--- src/rtl/pipeline_pkg.sv ---
// Shared types and constants for the memory pipeline stage: FSM state,
// writeback control bundle and the request latched while the bus is busy.
package pipeline_pkg;

  typedef enum logic {
    IDLE = 1'b0,
    WAIT = 1'b1
  } mem_state_t;

  typedef struct packed {
    logic       reg_write;
    logic       result_src;
    logic [4:0] rd;
  } wb_ctrl_t;

  localparam logic [1:0] WORD_ALIGN_MASK = 2'b11;
  localparam wb_ctrl_t   NOP_CTRL        = '{reg_write: 1'b0, result_src: 1'b0, rd: 5'd0};

  // addr doubles as the ALU result forwarded to writeback on completion.
  typedef struct packed {
    logic        we;
    logic [31:0] addr;
    logic [31:0] wdata;
    wb_ctrl_t    ctrl;
    logic [31:0] pc_plus4;
  } mem_req_t;

endpackage

--- src/rtl/mem_wait_timer.sv ---
// Wait-state counter for an outstanding bus access; expired flags that the
// count has reached TIMEOUT. clear takes priority over enable.
module mem_wait_timer #(
  parameter  int TIMEOUT = 16,
  localparam int CNT_W   = $clog2(TIMEOUT + 1)
) (
  input  logic clk,
  input  logic rst,
  input  logic clear,
  input  logic enable,
  output logic expired
);

  logic [CNT_W-1:0] count_q, count_d;

  always_comb begin
    count_d = count_q;
    if (clear) begin
      count_d = '0;
    end else if (enable) begin
      count_d = count_q + 1'b1;
    end
  end

  // NOTE: sequential state uses non-blocking assignments so every flop samples pre-edge values.
  always_ff @(posedge clk or posedge rst) begin
    if (rst) begin
      count_q <= '0;
    end else begin
      count_q <= count_d;
    end
  end

  assign expired = (count_q == CNT_W'(TIMEOUT));

endmodule

--- src/rtl/memory_cycle.sv ---
// Memory stage: issues word loads/stores on a valid/ready bus, stalls the
// front of the pipe while an access is outstanding, and drives the M/W register.
module memory_cycle
  import pipeline_pkg::*;
#(
  parameter int TIMEOUT = 16
) (
  input  logic        clk,
  input  logic        rst,
  input  logic        RegWriteM,
  input  logic        MemWriteM,
  input  logic        ResultSrcM,
  input  logic [4:0]  RD_M,
  input  logic [31:0] PCPlus4M,
  input  logic [31:0] ALU_ResultM,
  input  logic [31:0] WriteDataM,
  output logic        dmem_req,
  output logic        dmem_we,
  output logic [31:0] dmem_addr,
  output logic [31:0] dmem_wdata,
  input  logic [31:0] dmem_rdata,
  input  logic        dmem_ready,
  output logic        StallM,
  output logic        bus_err,
  output logic        RegWriteW,
  output logic        ResultSrcW,
  output logic [4:0]  RD_W,
  output logic [31:0] PCPlus4W,
  output logic [31:0] ALU_ResultW,
  output logic [31:0] ReadDataW
);

  mem_state_t  state_q, state_d;
  mem_req_t    req_q, req_d;
  wb_ctrl_t    w_ctrl_q, w_ctrl_d;
  logic [31:0] w_pc_q, w_pc_d;
  logic [31:0] w_alu_q, w_alu_d;
  logic [31:0] w_rdata_q, w_rdata_d;
  logic        bus_err_q, bus_err_d;

  logic        mem_op, misaligned;
  logic        tmr_clear, tmr_en, tmr_expired;
  wb_ctrl_t    m_ctrl;

  assign mem_op     = MemWriteM | ResultSrcM;
  assign misaligned = |(ALU_ResultM[1:0] & WORD_ALIGN_MASK);
  assign m_ctrl     = '{reg_write: RegWriteM, result_src: ResultSrcM, rd: RD_M};

  mem_wait_timer #(
    .TIMEOUT (TIMEOUT)
  ) u_timer (
    .clk     (clk),
    .rst     (rst),
    .clear   (tmr_clear),
    .enable  (tmr_en),
    .expired (tmr_expired)
  );

  // NOTE: every signal written below gets a default first, so no path leaves one unassigned (no latches).
  always_comb begin
    state_d    = state_q;
    req_d      = req_q;
    w_ctrl_d   = w_ctrl_q;
    w_pc_d     = w_pc_q;
    w_alu_d    = w_alu_q;
    w_rdata_d  = w_rdata_q;
    bus_err_d  = bus_err_q;
    dmem_req   = 1'b0;
    dmem_we    = 1'b0;
    dmem_addr  = '0;
    dmem_wdata = '0;
    StallM     = 1'b0;
    tmr_clear  = 1'b0;
    tmr_en     = 1'b0;

    unique case (state_q)
      IDLE: begin
        dmem_req   = mem_op & ~misaligned;
        dmem_we    = MemWriteM;
        dmem_addr  = ALU_ResultM;
        dmem_wdata = WriteDataM;
        if (!mem_op) begin
          w_ctrl_d = m_ctrl;
          w_pc_d   = PCPlus4M;
          w_alu_d  = ALU_ResultM;
        end else if (misaligned) begin
          bus_err_d = 1'b1;
          w_ctrl_d  = NOP_CTRL;
        end else if (dmem_ready) begin
          w_ctrl_d = m_ctrl;
          w_pc_d   = PCPlus4M;
          w_alu_d  = ALU_ResultM;
          if (ResultSrcM) w_rdata_d = dmem_rdata;
        end else begin
          StallM   = 1'b1;
          tmr_en   = 1'b1;
          state_d  = WAIT;
          w_ctrl_d = NOP_CTRL;
          req_d    = '{we: MemWriteM, addr: ALU_ResultM, wdata: WriteDataM,
                       ctrl: m_ctrl, pc_plus4: PCPlus4M};
        end
      end

      WAIT: begin
        // Bus keeps the latched request; the stalled M inputs are don't-care here.
        dmem_req   = 1'b1;
        dmem_we    = req_q.we;
        dmem_addr  = req_q.addr;
        dmem_wdata = req_q.wdata;
        if (dmem_ready) begin
          w_ctrl_d  = req_q.ctrl;
          w_pc_d    = req_q.pc_plus4;
          w_alu_d   = req_q.addr;
          if (req_q.ctrl.result_src) w_rdata_d = dmem_rdata;
          tmr_clear = 1'b1;
          state_d   = IDLE;
        end else if (tmr_expired) begin
          bus_err_d = 1'b1;
          w_ctrl_d  = NOP_CTRL;
          tmr_clear = 1'b1;
          state_d   = IDLE;
        end else begin
          StallM   = 1'b1;
          tmr_en   = 1'b1;
          w_ctrl_d = NOP_CTRL;
        end
      end

      default: state_d = IDLE;
    endcase

    // Reset must drop the bus and stall in the same cycle, not at the next edge.
    if (rst) begin
      dmem_req   = 1'b0;
      dmem_we    = 1'b0;
      dmem_addr  = '0;
      dmem_wdata = '0;
      StallM     = 1'b0;
    end
  end

  always_ff @(posedge clk or posedge rst) begin
    if (rst) begin
      state_q   <= IDLE;
      req_q     <= '0;
      w_ctrl_q  <= NOP_CTRL;
      w_pc_q    <= '0;
      w_alu_q   <= '0;
      w_rdata_q <= '0;
      bus_err_q <= 1'b0;
    end else begin
      state_q   <= state_d;
      req_q     <= req_d;
      w_ctrl_q  <= w_ctrl_d;
      w_pc_q    <= w_pc_d;
      w_alu_q   <= w_alu_d;
      w_rdata_q <= w_rdata_d;
      bus_err_q <= bus_err_d;
    end
  end

  assign bus_err     = bus_err_q;
  assign RegWriteW   = w_ctrl_q.reg_write;
  assign ResultSrcW  = w_ctrl_q.result_src;
  assign RD_W        = w_ctrl_q.rd;
  assign PCPlus4W    = w_pc_q;
  assign ALU_ResultW = w_alu_q;
  assign ReadDataW   = w_rdata_q;

endmodule

--- config.mk ---
export PLATFORM = sky130hd
export DESIGN_NAME = memory_cycle
export DESIGN_NICKNAME = d
export VERILOG_FILES = /design/src/rtl/pipeline_pkg.sv /design/src/rtl/mem_wait_timer.sv /design/src/rtl/memory_cycle.sv
export SDC_FILE = /design/constraint.sdc
export NUM_CORES = 1
export LEC_CHECK = 0
export ABC_AREA = 1
export BUFFER_PORTS_ARGS = -buffer_cell sky130_fd_sc_hd__buf_2
export CAP_MARGIN = 40
export CORE_AREA = 8 8 155 157
export DETAILED_ROUTE_END_ITERATION = 6
export DIE_AREA = 0 0 163 165
export GPL_ROUTABILITY_DRIVEN = 0
export PLACE_DENSITY = 0.73
export REMOVE_ABC_BUFFERS = 1
export SLEW_MARGIN = 20
export SYNTH_ARGS = -nofsm -noshare
export SYNTH_HDL_FRONTEND = slang
export SYNTH_SLANG_ARGS = --single-unit
--- constraint.sdc ---
create_clock -name clk -period 10.7 [get_ports clk]
set_input_delay 1.605 -clock clk [delete_from_list [all_inputs] [get_ports clk]]
set_output_delay 1.605 -clock clk [all_outputs]
set_load 0.02 [all_outputs]
Word level (Yosys, flattened, before mapping)
Cells that the tools add are included.

Add/sub/neg operators: 1. Equality and inequality tests: 12. Multiplexer cells: 47. Bitwise gates (word level): 5. Reduce and logical (&&, ||, !) cells: 6.

Operators with widths (number): two-way mux 32 bit (16); one-hot mux 32 bit (2 select lines) (5); two-way mux 7 bit (4); two-way mux 1 bit (15); != test 2 bit (second input constant) (7); one-hot mux 7 bit (2 select lines) (1); two-way mux 5 bit (2); one-hot mux 1 bit (2 select lines) (4); AND reduction 4 bit (2); != test 3 bit (second input constant) (2); AND reduction 6 bit (1); adder 5 x 1 -> 5 bit (second input constant) (1); == test 5 bit (second input constant) (1); != test 2 x 1 -> 1 bit (second input constant) (2); inverter 1 bit (3); AND reduction 3 bit (1); nonzero test 2 bit (1); OR reduction 2 bit (1); AND 1 bit (1); OR 1 bit (1).

Register bits after elaboration: 214. Output and inout port bits: 171. Word-level logic and storage cells: 87.

Longest topological paths before layout
Gate-level depths: netlist of run 1.

Depth in word-level cells: 6. Depth in mapped cells: 9.

Modules after synthesis
A second synthesis of run 1 with hierarchy kept.

Cells, all modules: 1216. Area, all modules: 10161.0 sq um.

Modules (own cells, without submodules): memory_cycle (instances 1, cells an instance 1178, area an instance 9846.9 sq um, sequential area each 5230.0 sq um); mem_wait_timer (instances 1, cells an instance 38, area an instance 314.1 sq um, sequential area each 125.1 sq um).

Worst setup path before layout of run 1
Ideal clock, no wire load.

Path kind: input to output. Start: input port rst. End: output port dmem_wdata[22]. Arrival: 9.492 ns. Path slack: -0.397 ns. Stages on the path: 5. Buffers on the path: 2. Cells stage by stage: clkbuf_1 > inv_1 > clkbuf_1 > o21ai_0 > a21oi_1.

Longest elaborated chain between the ends: 1.

Ends and longest elaborated chain: start: declaration (line memory_cycle.sv:9) `input logic rst,`; two-way mux 32 bit (line memory_cycle.sv:133) `if (rst) begin`; end: declaration (line memory_cycle.sv:20) `output logic [31:0] dmem_wdata,`.

No other way between the ends.

Final worst setup path of run 1
Start: input port ALU_ResultM[0]. End: output port StallM.

Longest elaborated chain between the ends: 5.

Ends and longest elaborated chain: start: declaration (line memory_cycle.sv:15) `input logic [31:0] ALU_ResultM,`; OR reduction 2 bit (line memory_cycle.sv:46) `assign misaligned = |(ALU_ResultM[1:0] & WORD_ALIGN_MASK);`; two-way mux 1 bit (line memory_cycle.sv:86) `end else if (misaligned) begin`; two-way mux 1 bit (line memory_cycle.sv:82) `if (!mem_op) begin`; one-hot mux 1 bit (2 select lines) (line memory_cycle.sv:76) `unique case (state_q)`; two-way mux 1 bit (line memory_cycle.sv:133); end: declaration (line memory_cycle.sv:23) `output logic StallM,`.

No other way between the ends.

==> metrics.txt, run 1 <==
outcome=finished clean; vias in the first global route=~8,500; Final Util=a little under three fifths; antenna cell count=0; Post-CTS Setup Bufs=0; fin cells=1,808; Syn Area/Cell=a little under 8 um^2; placed insts=roughly 1,800; flop-to-flop setup slack=about 8.1 ns; Overflow after GRT=0; Hold Crit Class=flop to flop; first-pass GRT wire length=between 40 and 50 mm; arrival time worst endpoint=~3.2 ns; worst r2r dst=ReadDataW[22]; area of the core=roughly 0.021 mm^2; CP cell instances=buf_2, nor2_1, nand3_4, a21oi_1, buf_2; CTS Buf Count=24; chip width=around 160 um; Worst Path Buf+Inv=2; CTS Buffer Depth=3; crit path to=StallM; number of nets in the layout=1,651; I/O pin cnt=310; Fmax=between 200 and 250 MHz; DRC Markers=0; CTS Hold Bufs=0; slew margin rel.=approximately 46%; most frequent cells in the layout=nand2_1, buf_2, dfrtp_1, o21ai_0, inv_1; Slowest Stage Delay on Critical Path=about 0.60 ns; Pins Over Slew Limit=0; Netlist cell types=20; stages on the worst setup path=5; WL final=~27 mm; WP data required=between 9 and 10 ns; WL per Instance=between 15 and 20 um; Critical Path Source Type=input port; register bit total from synthesis=between 200 and 250; Worst setup startpoint=ALU_ResultM[0]; CTS-repair resized insts=0; clk root buf=clkbuf_16; delay-heaviest family, CP=simple AND/OR/NAND/NOR gates; Reg2Reg Depth=7; Final setup viols=0; reg-to-reg startpoint=state_q; Pwr Density=203.9 mW/mm^2; Setup WS pre-CTS=around 5.9 ns; Initial DRT Pass Iterations=5; critical path class=input port to output pin; final count of hold timing violations=0; CP max FO=79; Worst VDD drop=between 100 and 150 uV; synth warn=0; Final WS setup=roughly 6 ns; number of core rows=54; clk_lat worst skew=approximately 0.5 ns; commonest non-fill, non-tap cell in the layout=nand2_1; starting DRC count in detailed routing=730; Slew @ Worst Pin=between 0.8 and 0.9 ns; minimum clock period=4.848 ns; final antenna-violating net count=0; cell count after synthesis=1,238; Leakage=7.024 nW; Clock Skew=0.01104 ns; Final Cycle Share=a little under half; via count of the routed design=around 8,800; largest net degree at the start of global routing=~110; die area=~0.027 mm^2; clk slew on worst S/H paths=about 0.06 ns; # clock sinks=214; CTS tree=built; DPL Wire Length=18.87 mm; drt via density=4.884; Initial Util=45.23%; number of I/O port buffers=roughly 300; Die H=roughly 170 um; Max Cap Viol=0; Slowest cell on crit path=nand3_4; GRT Total Usage=between 10% and 20%; antenna violations before repair=2; H-tree depth=1; Worst setup EP type=output pin; RSZ-0062 raised after global routing=no; total negative slack=0 ns; layout cell share with drive strength beyond 1=roughly a quarter; sequential area share after synthesis=between 50% and 60%; area grow syn2layout=26.52%; synthesized area=0.009718 mm^2; Top cell by count, worst path=buf_2
[routing by layer]
layer | up-vias | track usage [%] | wire length, um
li1 | 4401 | - | -
met1 | 4079 | 25.72 | 11730
met2 | 311 | 31.86 | 12860
met3 | 35 | 6.206 | 2405
met4 | 4 | 4.796 | 459
met5 | - | 0 | 22
[registers in the layout, summed over array words and instances, names as in the netlist]
signal	flops
PCPlus4W	32
RD_W	5
ResultSrcW	1
ReadDataW	32
bus_err	1
RegWriteW	1
ALU_ResultW	32
state_q	1
u_timer.count_q	5
req_q	104
[layout make-up]
cell class	instances	area (um^2)
clock buffers	32	681.9
clock inverters	12	172.7
fillers	1982	9190
inverters	144	550.5
multi-input cells	803	3461
flip-flops and latches	214	5359
well taps	280	350.3
repair buffers	323	1720
[tightest hold or removal path, cell delays in order, from the launching register on]
cell and delay [ns]:
dfrtp_1 0.33, nand2_1 0.05, nand2_1 0.05
[worst min-delay path by stage]
stage	start	to	slack, ns	depth (start not counted)
final	ReadDataW[1]	ReadDataW[1]	0.46	2
after global routing	ReadDataW[26]	ReadDataW[26]	0.48	2
after CTS	ReadDataW[2]	ReadDataW[2]	0.47	2
after detailed placement	ReadDataW[2]	ReadDataW[2]	0.45	2
after global placement	ReadDataW[23]	ReadDataW[23]	0.45	2
after floorplan	req_q[71]	req_q[71]	0.44	2
[cell usage after synthesis]
library cell | instances | area, um^2
nand3_2 | 2 | 20.02
buf_4 | 8 | 60.06
inv_4 | 1 | 6.260
a21oi_1 | 34 | 170.2
a21oi_2 | 1 | 8.760
buf_6 | 3 | 33.78
o21ai_1 | 6 | 30.03
o21ai_0 | 188 | 940.9
nand4_1 | 1 | 6.260
nor2_1 | 39 | 146.4
ha_1 | 2 | 25.02
nand3_1 | 79 | 395.4
inv_2 | 1 | 3.750
inv_1 | 142 | 533.0
clkbuf_1 | 38 | 142.6
nand2_1 | 449 | 1685
buf_2 | 28 | 140.1
o21ai_2 | 1 | 8.760
nor2_2 | 1 | 6.260
dfrtp_1 | 214 | 5355
[power breakdown]
group / internal (mW) / switching [mW] / total, mW
logic: 0.190 / 0.380 / 0.570
registers: 0.972 / 0.0934 / 1.07
clock network: 0.546 / 0.326 / 0.871
total: 1.71 / 0.799 / 2.51
[per-stage QoR]
step	cell area [um^2]	hold slack (ns)	total power, mW
global route	12300	0.4845	2.654
detailed placement	11410	0.4526	1.655
finish	12300	0.4631	2.507
CTS	12270	0.4670	2.536
global placement	11330	0.4491	1.634
floorplan	9341	0.4365	1.421
[cell families (layout without fill, tap and decap cells)]
group	count (synthesis)	after routing	synth area share, %
AO/OA/AOI/OAI	230	230	11.92
adder cells (fa/ha/maj)	2	2	0.2575
buffers and inverters	221	511	9.463
flip-flops	214	214	55.10
AND/OR/NAND/NOR	571	571	23.25
Power figures use the tool's default switching activity.
==> run 2: changes to the inputs <==
Settings changed: CORE_AREA 8 8 155 157 to 8 8 148 150, DIE_AREA 0 0 163 165 to 0 0 156 158, PLACE_DENSITY 0.73 to 0.77.
Clock period 10.7 ns to 4.48 ns, I/O delays scaled along.
==> run 2 against run 1 <==
  * First-iteration DRC count down 17%
  * Utilization up 4.5 points
  * Power up 130%
  * Routed wire length down 2.1%
  * Critical endpoint is now dmem_addr[12]
  * Largest cell class unchanged
  * Largest power group unchanged
  * Highest routed layer is now met4
==> metrics.txt, run 2 (synthesized netlist as in run 1, its figures left out) <==
CTS Buf Count=24 (unchanged); Top reg by flops=req_q; antenna violations before repair=1 (-1); critical path class=flop to output pin; CTS tree=built; WL per Instance=14.99 um (-1.4%); Max Cap Viol=0 (unchanged); Final WS setup=1.160 ns (-4.692 ns); largest net degree at the start of global routing=208 (+82%); switching share of power=32.68% (+0.82 points); outcome=finished clean; CTS Buffer Depth=3 (unchanged); Final Cycle Share=between 70% and 80%; Critical Path Source Type=flop; drt via density=4.889 (+0.11%); Hold Crit Class=input port to asynchronous set/reset pin; Initial DRT Pass Iterations=5 (unchanged); slew margin rel.=46.11% (+0.34 points); Worst setup startpoint=state_q; Worst VDD drop=337.1 uV (+230%); H-tree depth=1 (unchanged); Initial Util=49.30% (+4.1 points); Leakage=6.978 nW (-0.66%); Pins Over Slew Limit=0 (unchanged); clk slew on worst S/H paths=0.06 ns (about the same); register area=0.005359 mm^2 (unchanged); flop-to-flop setup slack=1.86 ns (-6.22 ns); starting DRC count in detailed routing=605 (-17%); Cell Int Power=3.880 mW (+130%); WP data required=3.81 ns (-5.29 ns); DRC Markers=0 (unchanged); Power, Total=5.764 mW (+130%); Worst setup EP type=output pin; total negative slack=0 ns (unchanged); Final Util=61.74% (+4.5 points); via count of the routed design=8,776 (-0.61%); CTS-repair resized insts=0 (unchanged); Setup WS pre-CTS=1.706 ns (-4.220 ns); fillers=1,803 (-9.0%); Pwr Density=473.6 mW/mm^2 (+130%); reg-to-reg startpoint=state_q; GRT Total Usage=21.43% (+1.6 points); commonest non-fill, non-tap cell in the layout=nand2_1; Overflow after GRT=0 (unchanged); die area=0.02465 mm^2 (-8.4%); CTS Hold Bufs=0 (unchanged); Post-CTS Setup Bufs=0 (unchanged); layout cell share with drive strength beyond 1=24.11% (-0.30 points); RSZ-0062 raised after global routing=no; final antenna-violating net count=0 (unchanged); Gate power share=23.4% (+0.7 points); fin cells=1,795 (-0.72%); switching pwr=1.884 mW (+140%); Fmax=between 300 and 400 MHz; number of core rows=52 (-3.7%); clk root buf=clkbuf_16; arrival time worst endpoint=2.65 ns (-0.59 ns); area grow syn2layout=25.25%; WL final=26.90 mm (-2.1%); Reg power frac=44.2% (+1.7 points); CP max FO=77 (-2.5%); Clock Skew=0.01690 ns (+0.005863 ns); number of I/O port buffers=309 (unchanged); minimum clock period=between 3 and 4 ns; multi-input logic area=0.003461 mm^2 (unchanged); number of nets in the layout=1,650 (-0.061%); clock share of power=32.4% (-2.4 points); chip width=156 um (-4.3%); final count of hold timing violations=0 (unchanged); Die H=158 um (-4.2%); first-pass GRT wire length=43.57 mm (-0.46%); area of the core=0.01971 mm^2 (-8.2%); vias in the first global route=8,986 (+6.0%); I/O pin cnt=310 (unchanged); max reg flops=104 (unchanged); placed insts=1,751 (-0.68%); Slew @ Worst Pin=0.8083 ns (-0.005036 ns); DPL Wire Length=18.23 mm (-3.4%); clk_lat worst skew=0.50 ns (about the same); most frequent cells in the layout=nand2_1, buf_2, dfrtp_1, o21ai_0, inv_1; # clock sinks=214 (unchanged); Final setup viols=0 (unchanged)
run 2: cell types whose count changed in the layout (fill, tap and decap cells not counted), moves of 2 or more:
cell	previous run	this run
bufinv_16	4	1
clkinv_2	4	6
clkinv_4	2	0
clkinvlp_4	2	0
diode_2	0	3
run 2: per-stage QoR:
| step | cell area, um^2 | hold WS [ns] |
|---|---|---|
| 2_1_floorplan | 9341 | 0.4365 |
| 3_5_place_dp | 11370 | 0.4494 |
| 4_1_cts | 12110 | 0.3552 |
| 5_1_grt | 12170 | 0.2320 |
| 6_report | 12170 | 0.2051 |
| 3_3_place_gp | 11330 | 0.4446 |
run 2: final timing paths:
path	to	cells after the start
max	dmem_addr[12]	6
min	ALU_ResultW[23]	2
max reg2reg	PCPlus4W[7]	5
min reg2reg	ReadDataW[11]	2
max in group asynchronous	req_q[3]	4
min in group clk	ReadDataW[17]	3
run 2: power by group through the flow:
| stage | combinational [mW] | sequential (mW) | clock [mW] |
|---|---|---|---|
| after floorplan | 0.583 | 2.81 | 0 |
| after global placement | 1.32 | 2.56 | 0 |
| after detailed placement | 1.36 | 2.58 | 0 |
| after CTS | 1.37 | 2.55 | 1.92 |
| after global routing | 1.51 | 2.60 | 1.99 |
| final | 1.35 | 2.55 | 1.86 |
run 2: layout make-up:
type	instances	share of cell area, %
Timing Repair Buffer	322	14.10
Sequential cell	214	44.03
Antenna cell	3	0.06168
Inverter	144	4.523
Tap cell	270	2.775
Clock buffer	31	5.489
Multi-Input combinational cell	803	28.43
Clock inverter	8	0.5859
run 2: critical path: stages (launching register included):
cell and delay [ns]:
dfrtp_4 0.86, buf_4 0.54, nand2_1 0.08, o21ai_0 0.15, inv_1 0.09, nor2_1 0.14
buf_2 0.20
run 2: routing by layer:
metal / vias up / part of all wire [%] / track usage, %
met5: - / 0 / 0
met4: 0 / 2.9 / 7.810
met3: 56 / 8.8 / 6.634
met1: 4017 / 42 / 26.66
met2: 308 / 46 / 34.65
li1: 4395 / - / -
